$ cat src/rtl/pipe_stage_reg_if.sv
// Pipeline stage register bus.
// Groups the upstream slot (controls, payload, PC, exception and delay-slot
// flag) with the registered downstream slot and the stall-cycle counter.
//   master : the environment; drives the upstream slot and reads the outputs
//   slave  : the stage register; reads the upstream slot and drives the outputs
interface pipe_stage_reg_if #(
    parameter int LANES = 4,
    parameter int WIDTH = 32,
    parameter int CNT_W = 16
);
    // upstream slot and controls
    logic                   stall;
    logic                   flush;
    logic                   valid_in;
    logic [LANES*WIDTH-1:0] data_in;
    logic [31:0]            pc_in;
    logic [4:0]             exc_in;
    logic [4:0]             exc_new;
    logic                   bd_in;
    // registered downstream slot
    logic                   valid_out;
    logic [LANES*WIDTH-1:0] data_out;
    logic [31:0]            pc_out;
    logic [4:0]             exc_out;
    logic                   bd_out;
    logic [CNT_W-1:0]       stall_cnt;

    modport master (
        output stall, flush, valid_in, data_in, pc_in, exc_in, exc_new, bd_in,
        input  valid_out, data_out, pc_out, exc_out, bd_out, stall_cnt
    );

    modport slave (
        input  stall, flush, valid_in, data_in, pc_in, exc_in, exc_new, bd_in,
        output valid_out, data_out, pc_out, exc_out, bd_out, stall_cnt
    );
endinterface

$ cat src/rtl/pipe_stage_reg.sv
// One pipeline stage register with stall, flush and exception merging.
// Ports:
//   clk   : single clock, rising-edge
//   reset : asynchronous active-high reset, clears every output
//   bus   : pipe_stage_reg_if.slave -- upstream slot in, registered slot out,
//           plus a saturating count of honoured stall cycles
// Every output comes straight from a flop.
module pipe_stage_reg #(
    parameter int LANES = 4,
    parameter int WIDTH = 32,
    parameter int CNT_W = 16
) (
    input  logic            clk,
    input  logic            reset,
    pipe_stage_reg_if.slave bus
);
    logic             valid_reg;
    logic [31:0]      pc_reg;
    logic [4:0]       exc_reg;
    logic             bd_reg;
    logic [CNT_W-1:0] stall_cnt_reg;
    logic [4:0]       exc_next;
    logic             hold;

    // Earliest-stage exception wins; a bubble never raises one.
    always_comb begin
        exc_next = 5'd0;
        if (bus.valid_in) begin
            exc_next = (bus.exc_in != 5'd0) ? bus.exc_in : bus.exc_new;
        end
    end

    // Flush overrides stall, so a stall is only honoured without flush.
    assign hold = bus.stall && !bus.flush;

    // Per-lane payload registers.
    logic [WIDTH-1:0] lane_reg [LANES];

    generate
        for (genvar gi = 0; gi < LANES; gi++) begin : g_lane
            always_ff @(posedge clk or posedge reset) begin
                if (reset) begin
                    lane_reg[gi] <= '0;
                end else if (bus.flush) begin
                    lane_reg[gi] <= '0;
                end else if (!bus.stall) begin
                    lane_reg[gi] <= bus.data_in[gi*WIDTH +: WIDTH];
                end
            end
            assign bus.data_out[gi*WIDTH +: WIDTH] = lane_reg[gi];
        end
    endgenerate

    // Control/status fields. A flushed bubble still carries PC and BD so
    // interrupt entry has a correct EPC and delay-slot indication.
    always_ff @(posedge clk or posedge reset) begin
        if (reset) begin
            valid_reg <= 1'b0;
            pc_reg    <= 32'd0;
            exc_reg   <= 5'd0;
            bd_reg    <= 1'b0;
        end else if (bus.flush) begin
            valid_reg <= 1'b0;
            pc_reg    <= bus.pc_in;
            exc_reg   <= 5'd0;
            bd_reg    <= bus.bd_in;
        end else if (!bus.stall) begin
            valid_reg <= bus.valid_in;
            pc_reg    <= bus.pc_in;
            exc_reg   <= exc_next;
            bd_reg    <= bus.bd_in;
        end
    end

    // Saturating stall counter; flush edges leave it alone.
    always_ff @(posedge clk or posedge reset) begin
        if (reset) begin
            stall_cnt_reg <= '0;
        end else if (hold && (stall_cnt_reg != {CNT_W{1'b1}})) begin
            stall_cnt_reg <= stall_cnt_reg + 1'b1;
        end
    end

    assign bus.valid_out = valid_reg;
    assign bus.pc_out    = pc_reg;
    assign bus.exc_out   = exc_reg;
    assign bus.bd_out    = bd_reg;
    assign bus.stall_cnt = stall_cnt_reg;
endmodule

$ cat src/flat_wrapper.sv
// flat-port wrapper written by rule: the top's interface ports become plain ports
module pipe_stage_reg_flat 
#(
    parameter int LANES = 4,
    parameter int WIDTH = 32,
    parameter int CNT_W = 16
)
  (clk, reset, bus_stall, bus_flush, bus_valid_in, bus_data_in, bus_pc_in, bus_exc_in, bus_exc_new, bus_bd_in, bus_valid_out, bus_data_out, bus_pc_out, bus_exc_out, bus_bd_out, bus_stall_cnt);
  pipe_stage_reg_if #(.LANES(LANES), .WIDTH(WIDTH), .CNT_W(CNT_W)) bus_i ();
  input  logic clk;
  input  logic reset;
  input wire logic [$bits(bus_i.stall)-1:0] bus_stall;
  input wire logic [$bits(bus_i.flush)-1:0] bus_flush;
  input wire logic [$bits(bus_i.valid_in)-1:0] bus_valid_in;
  input wire logic [$bits(bus_i.data_in)-1:0] bus_data_in;
  input wire logic [$bits(bus_i.pc_in)-1:0] bus_pc_in;
  input wire logic [$bits(bus_i.exc_in)-1:0] bus_exc_in;
  input wire logic [$bits(bus_i.exc_new)-1:0] bus_exc_new;
  input wire logic [$bits(bus_i.bd_in)-1:0] bus_bd_in;
  output wire logic [$bits(bus_i.valid_out)-1:0] bus_valid_out;
  output wire logic [$bits(bus_i.data_out)-1:0] bus_data_out;
  output wire logic [$bits(bus_i.pc_out)-1:0] bus_pc_out;
  output wire logic [$bits(bus_i.exc_out)-1:0] bus_exc_out;
  output wire logic [$bits(bus_i.bd_out)-1:0] bus_bd_out;
  output wire logic [$bits(bus_i.stall_cnt)-1:0] bus_stall_cnt;
  assign bus_i.stall = bus_stall;
  assign bus_i.flush = bus_flush;
  assign bus_i.valid_in = bus_valid_in;
  assign bus_i.data_in = bus_data_in;
  assign bus_i.pc_in = bus_pc_in;
  assign bus_i.exc_in = bus_exc_in;
  assign bus_i.exc_new = bus_exc_new;
  assign bus_i.bd_in = bus_bd_in;
  assign bus_valid_out = bus_i.valid_out;
  assign bus_data_out = bus_i.data_out;
  assign bus_pc_out = bus_i.pc_out;
  assign bus_exc_out = bus_i.exc_out;
  assign bus_bd_out = bus_i.bd_out;
  assign bus_stall_cnt = bus_i.stall_cnt;
  pipe_stage_reg #(.LANES(LANES), .WIDTH(WIDTH), .CNT_W(CNT_W)) u_core (.clk(clk), .reset(reset), .bus(bus_i));
endmodule
$ cat config.mk
export PLATFORM = sky130hd
export DESIGN_NAME = pipe_stage_reg_flat
export DESIGN_NICKNAME = d
export VERILOG_FILES = /design/src/rtl/pipe_stage_reg_if.sv /design/src/rtl/pipe_stage_reg.sv /design/src/flat_wrapper.sv
export SDC_FILE = /design/constraint.sdc
export NUM_CORES = 1
export LEC_CHECK = 0
export ABC_CLOCK_PERIOD_IN_PS = 9200
export CAP_MARGIN = 30
export CORE_MARGIN = 2
export CORE_UTILIZATION = 41
export CTS_CLUSTER_SIZE = 25
export DETAILED_ROUTE_END_ITERATION = 8
export PLACE_DENSITY_LB_ADDON = 0.2
export RECOVER_POWER = 100
export SLEW_MARGIN = 10
export SYNTH_ARGS = -nofsm -noshare
export SYNTH_HDL_FRONTEND = slang
export SYNTH_SLANG_ARGS = --single-unit
$ cat constraint.sdc
create_clock -name clk -period 9.2 [get_ports clk]
set_input_delay 2.76 -clock clk [delete_from_list [all_inputs] [get_ports clk]]
set_output_delay 2.76 -clock clk [all_outputs]
set_load 0.01 [all_outputs]
After elaboration in Yosys (flattened, before gate mapping)
Cells that the tools add are included.

Eq/ne operators: 2. Reductions and logical operators: 4. Add/sub/neg operators: 1. Multiplexer cells: 18.

Operators by type and width (number): $mux 32 (10); $mux 5 (4); $add 16x1->16 const B (1); $ne 16x16->1 const B (1); $reduce_bool 5->1 (1); $mux 1 (4); $logic_and 1x1->1 (2); $ne 2x1->1 const B (1); $logic_not 1->1 (1).

Register bits: 183. Input port bits: 176. Output and inout bits: 183. Logic and storage cells: 34.

Longest topological paths before layout
Word-level depth: 5. Mapped depth: 6.

Worst setup path after synthesis
Ideal clock, no wire load.

Kind: input -> register. Start: input port bus_stall. End: register u_core.stall_cnt_reg[11] (netlist: u_core.bus.stall_cnt[11]). Library setup time: 0.080 ns. Slack: 5.379 ns. Data arrival time: 3.741 ns. Path buffers: 2. Cell stages on the path: 6. Cell sequence: clkbuf_1 -> nor2b_1 -> buf_2 -> nand4_1 -> nor4b_1 -> xor2_1.

Longest elaborated chain between the ends: 2.

RTL lines: from (decl) (RTL line flat_wrapper.sv:12) `input wire logic [$bits(bus_i.stall)-1:0] bus_stall;`; $logic_and 1x1->1 (RTL line pipe_stage_reg.sv:34) `assign hold = bus.stall && !bus.flush;`; $logic_and 1x1->1 (RTL line pipe_stage_reg.sv:79) `end else if (hold && (stall_cnt_reg != {CNT_W{1'b1}})) begin`; to (signal assigned) (RTL line pipe_stage_reg.sv:80) `stall_cnt_reg <= stall_cnt_reg + 1'b1;`; to (decl) (RTL line pipe_stage_reg.sv:21) `logic [CNT_W-1:0] stall_cnt_reg;`.

No other way between the ends. A chain may end at the register's enable or synchronous reset.

Worst setup path in the final report
Start: input port bus_stall. End: register u_core.lane_reg, in the netlist u_core.bus.data_out[80].

Longest elaborated chain between the ends: 1.

RTL lines: $ne 2x1->1 (no source line); to (signal, indexed assignment) (RTL line pipe_stage_reg.sv:47) `lane_reg[gi] <= bus.data_in[gi*WIDTH +: WIDTH];`; to (decl) (RTL line pipe_stage_reg.sv:37) `logic [WIDTH-1:0] lane_reg [LANES];`.

No other way between the ends.

==> results.ini <==
[clock_network]
insertion_delay_ns=0.42
cts_tree=done
cts_made_buffers=17
holdBufCountCts=0
clk_pin_slew_ns=0.07
clockBufferDepth=2
root_buffer=clkbuf_16
htree_levels=4
cts_setup_buffers=0
cts.sinks=183
cts_repair_resize_count=0

[layout]
syn_to_final_growth_pct=59.7
drive_above_1_share_pct=7.77
final_common_cell=dlygate4sd3_1
fin_area_um2=11700
layout_common_cells=dlygate4sd3_1 (184), dfrtp_1 (183), clkdlybuf4s50_1 (172), nor2_1 (132), mux2i_1 (128)
nets=1107
largest_reg_flops=128
diodes=0

[synth]
avgSynthCellArea_um2=12.7
syn-num-nets=757
netlist_instances=580
ys_ff_latch=183
yosysUniqueCellTypes=31
seq_area_frac_synth_pct=62.3
ys_warn_count=0
netlist_area_um2=7360

[global_route]
grt_usage_pct=21.9
grt_pass1_vias=5774
busiest_layer=met2
antenna_found_initial=0
grt_max_degree=84
grt_first_pass_wirelength_um=31500
use_met2_pct=35.6
met1_usage_pct=26.3
grt.overflow.total=0
use_met3_pct=8.04

[worst_setup_path]
worstSetupPathType=in2reg
worstPathArrival_ns=6.89
crit_required_ns=9.46
cp-end-kind=register
worstPathMaxFanout=46
start_kind=primary input

[floorplanning]
dieArea_um2=19000
chipHeight_um=138
core_um2=17400
start_util_pct=42.2
die_w_um=138
rows=48
boundaryPins=359

[placement]
gp_congestion=0.803
place_area_um2=11100
dpl.hpwl_um=15000
port_buffers=358

[routing]
drtIter0Drc=252
post_drt_wl_per_cell_um=17.8
wl_um=20700
num_vias=5666
antenna_left=0
via_per_inst=4.87
drcViolationCount=0
firstDrtPassIters=4

[sta]
slew_headroom_pct=-104
slew_viol_final=43
fin_crit_ns=6.63
hold_viol_final=0
rsz0062_at_grt=false
timing.setup.tns_ns=0
worst_pin_slew_ns=3.06
min_period_over_period_pct=72.0
fin_skew_ns=0.00883
setup_viol=0
fmax_mhz=151

[power_and_ir_drop]
p_sw_share_pct=24.3
finalPower_w=0.00201
internal_power_w=0.00152
combPwrFrac_pct=17.4
power_frac_clock_pct=37.5
p_leak_nw=5.81
powerDensity_nw_per_um2=171
power.switching_w=0.000488
p_seq_share_pct=45.1
ir_worst_vdd_mv=0.125

[min_path]
hold_class=reg2reg

[run_status]
violations=max-capacitance violations, max-slew violations
status=finished with violations

[run]
max_cap_violations=1

## worst max-delay path: stages
cell and delay, ns:
clkbuf_1 2.12, buf_4 0.90, buf_4 0.72, mux2i_1 0.29, nor2_1 0.07
## final timing paths
check | start | slack (ns) | end | cells after the start
worst max-delay path | bus_stall | 2.57 | u_core.bus.data_out[80] | 5
worst min-delay path | u_core.bus.valid_out | 0.48 | u_core.bus.valid_out | 2
worst max register to register | u_core.bus.stall_cnt[0] | 7.35 | u_core.bus.stall_cnt[1] | 5
worst min register to register | u_core.bus.valid_out | 0.48 | u_core.bus.valid_out | 2
max in group asynchronous | reset | 4.59 | u_core.bus.data_out[121] | 4
min in group asynchronous | reset | 3.06 | u_core.bus.data_out[119] | 2
## power groups by stage
stage	combinational (W)	sequential, W	clock [W]
2_1_floorplan	0.000120	0.000943	0
3_3_place_gp	0.000372	0.000921	0
3_5_place_dp	0.000375	0.000922	0
4_1_cts	0.000377	0.000909	0.000771
5_1_grt	0.000382	0.000915	0.000804
6_report	0.000350	0.000905	0.000753
## metrics by stage
stage                     std cells  hold WS [ns]  util, %  worst slack [ns]
after detailed placement       1135         0.470     64.0              4.01
after CTS                      1163         0.487     67.4              4.45
after floorplan                 580         0.514        -              1.47
final                          1164         0.481     67.5              2.57
after global placement         1134         0.459     63.8              4.06
after global routing           1164         0.508     67.5              2.30
## cells by family (layout without fill, tap and decap cells)
logic type	Yosys count	count (layout)	share of synthesized area, %
flip-flops	183	183	62.3
AO/OA/AOI/OAI	13	13	0.953
multiplexers	162	162	22.7
XOR/XNOR	14	14	1.67
adder cells (fa/ha/maj)	1	1	0.170
buffers and inverters	35	394	2.09
AND/OR/NAND/NOR	172	172	10.2
## cell type report
type,count,area [µm²]
inverter,1,5.00
sequential,183,4580
timing repair buffer,365,3660
multi-input combinational,362,2620
clock inverter,9,153
fill,1349,5670
clock buffer,19,443
tap,225,282
## per-layer routing
layer  vias to the layer above  wire length (µm)
met4                         0               698
met1                      2713              7950
met2                       253              9940
li1                       2659                 -
met5                         -                 0
met3                        41              2140
## cells in the mapped netlist
cell         n  area, µm²
inv_1        1       3.75
xnor2_1      1       8.76
nand4_1      3       18.8
or4_1        1       7.51
nor2b_1      1       6.26
dfrtp_1    183       4580
nor4b_4      1       23.8
clkbuf_1    16       60.1
a21oi_1      6       30.0
mux2_4       1       15.0
and2_1       1       6.26
nor3_1       6       30.0
nor2b_2      1       8.76
o21ai_0      5       25.0
nor4_1       2       12.5
buf_2       18       90.1
a31oi_1      1       6.26
xor2_1      13        114
ha_1         1       12.5
nand2_1     12       45.0
and3_1       1       6.26
nor2_1     132        495
or3b_2       1       8.76
o2111ai_1    1       8.76
nand4_4      1       21.3
mux2i_1    128       1280
mux2_2      33        372
nor3b_1      1       7.51
nor4b_1      1       8.76
and4_1       2       17.5
nand3_1      5       25.0
No activity file was read; power rests on OpenSTA's default activity.
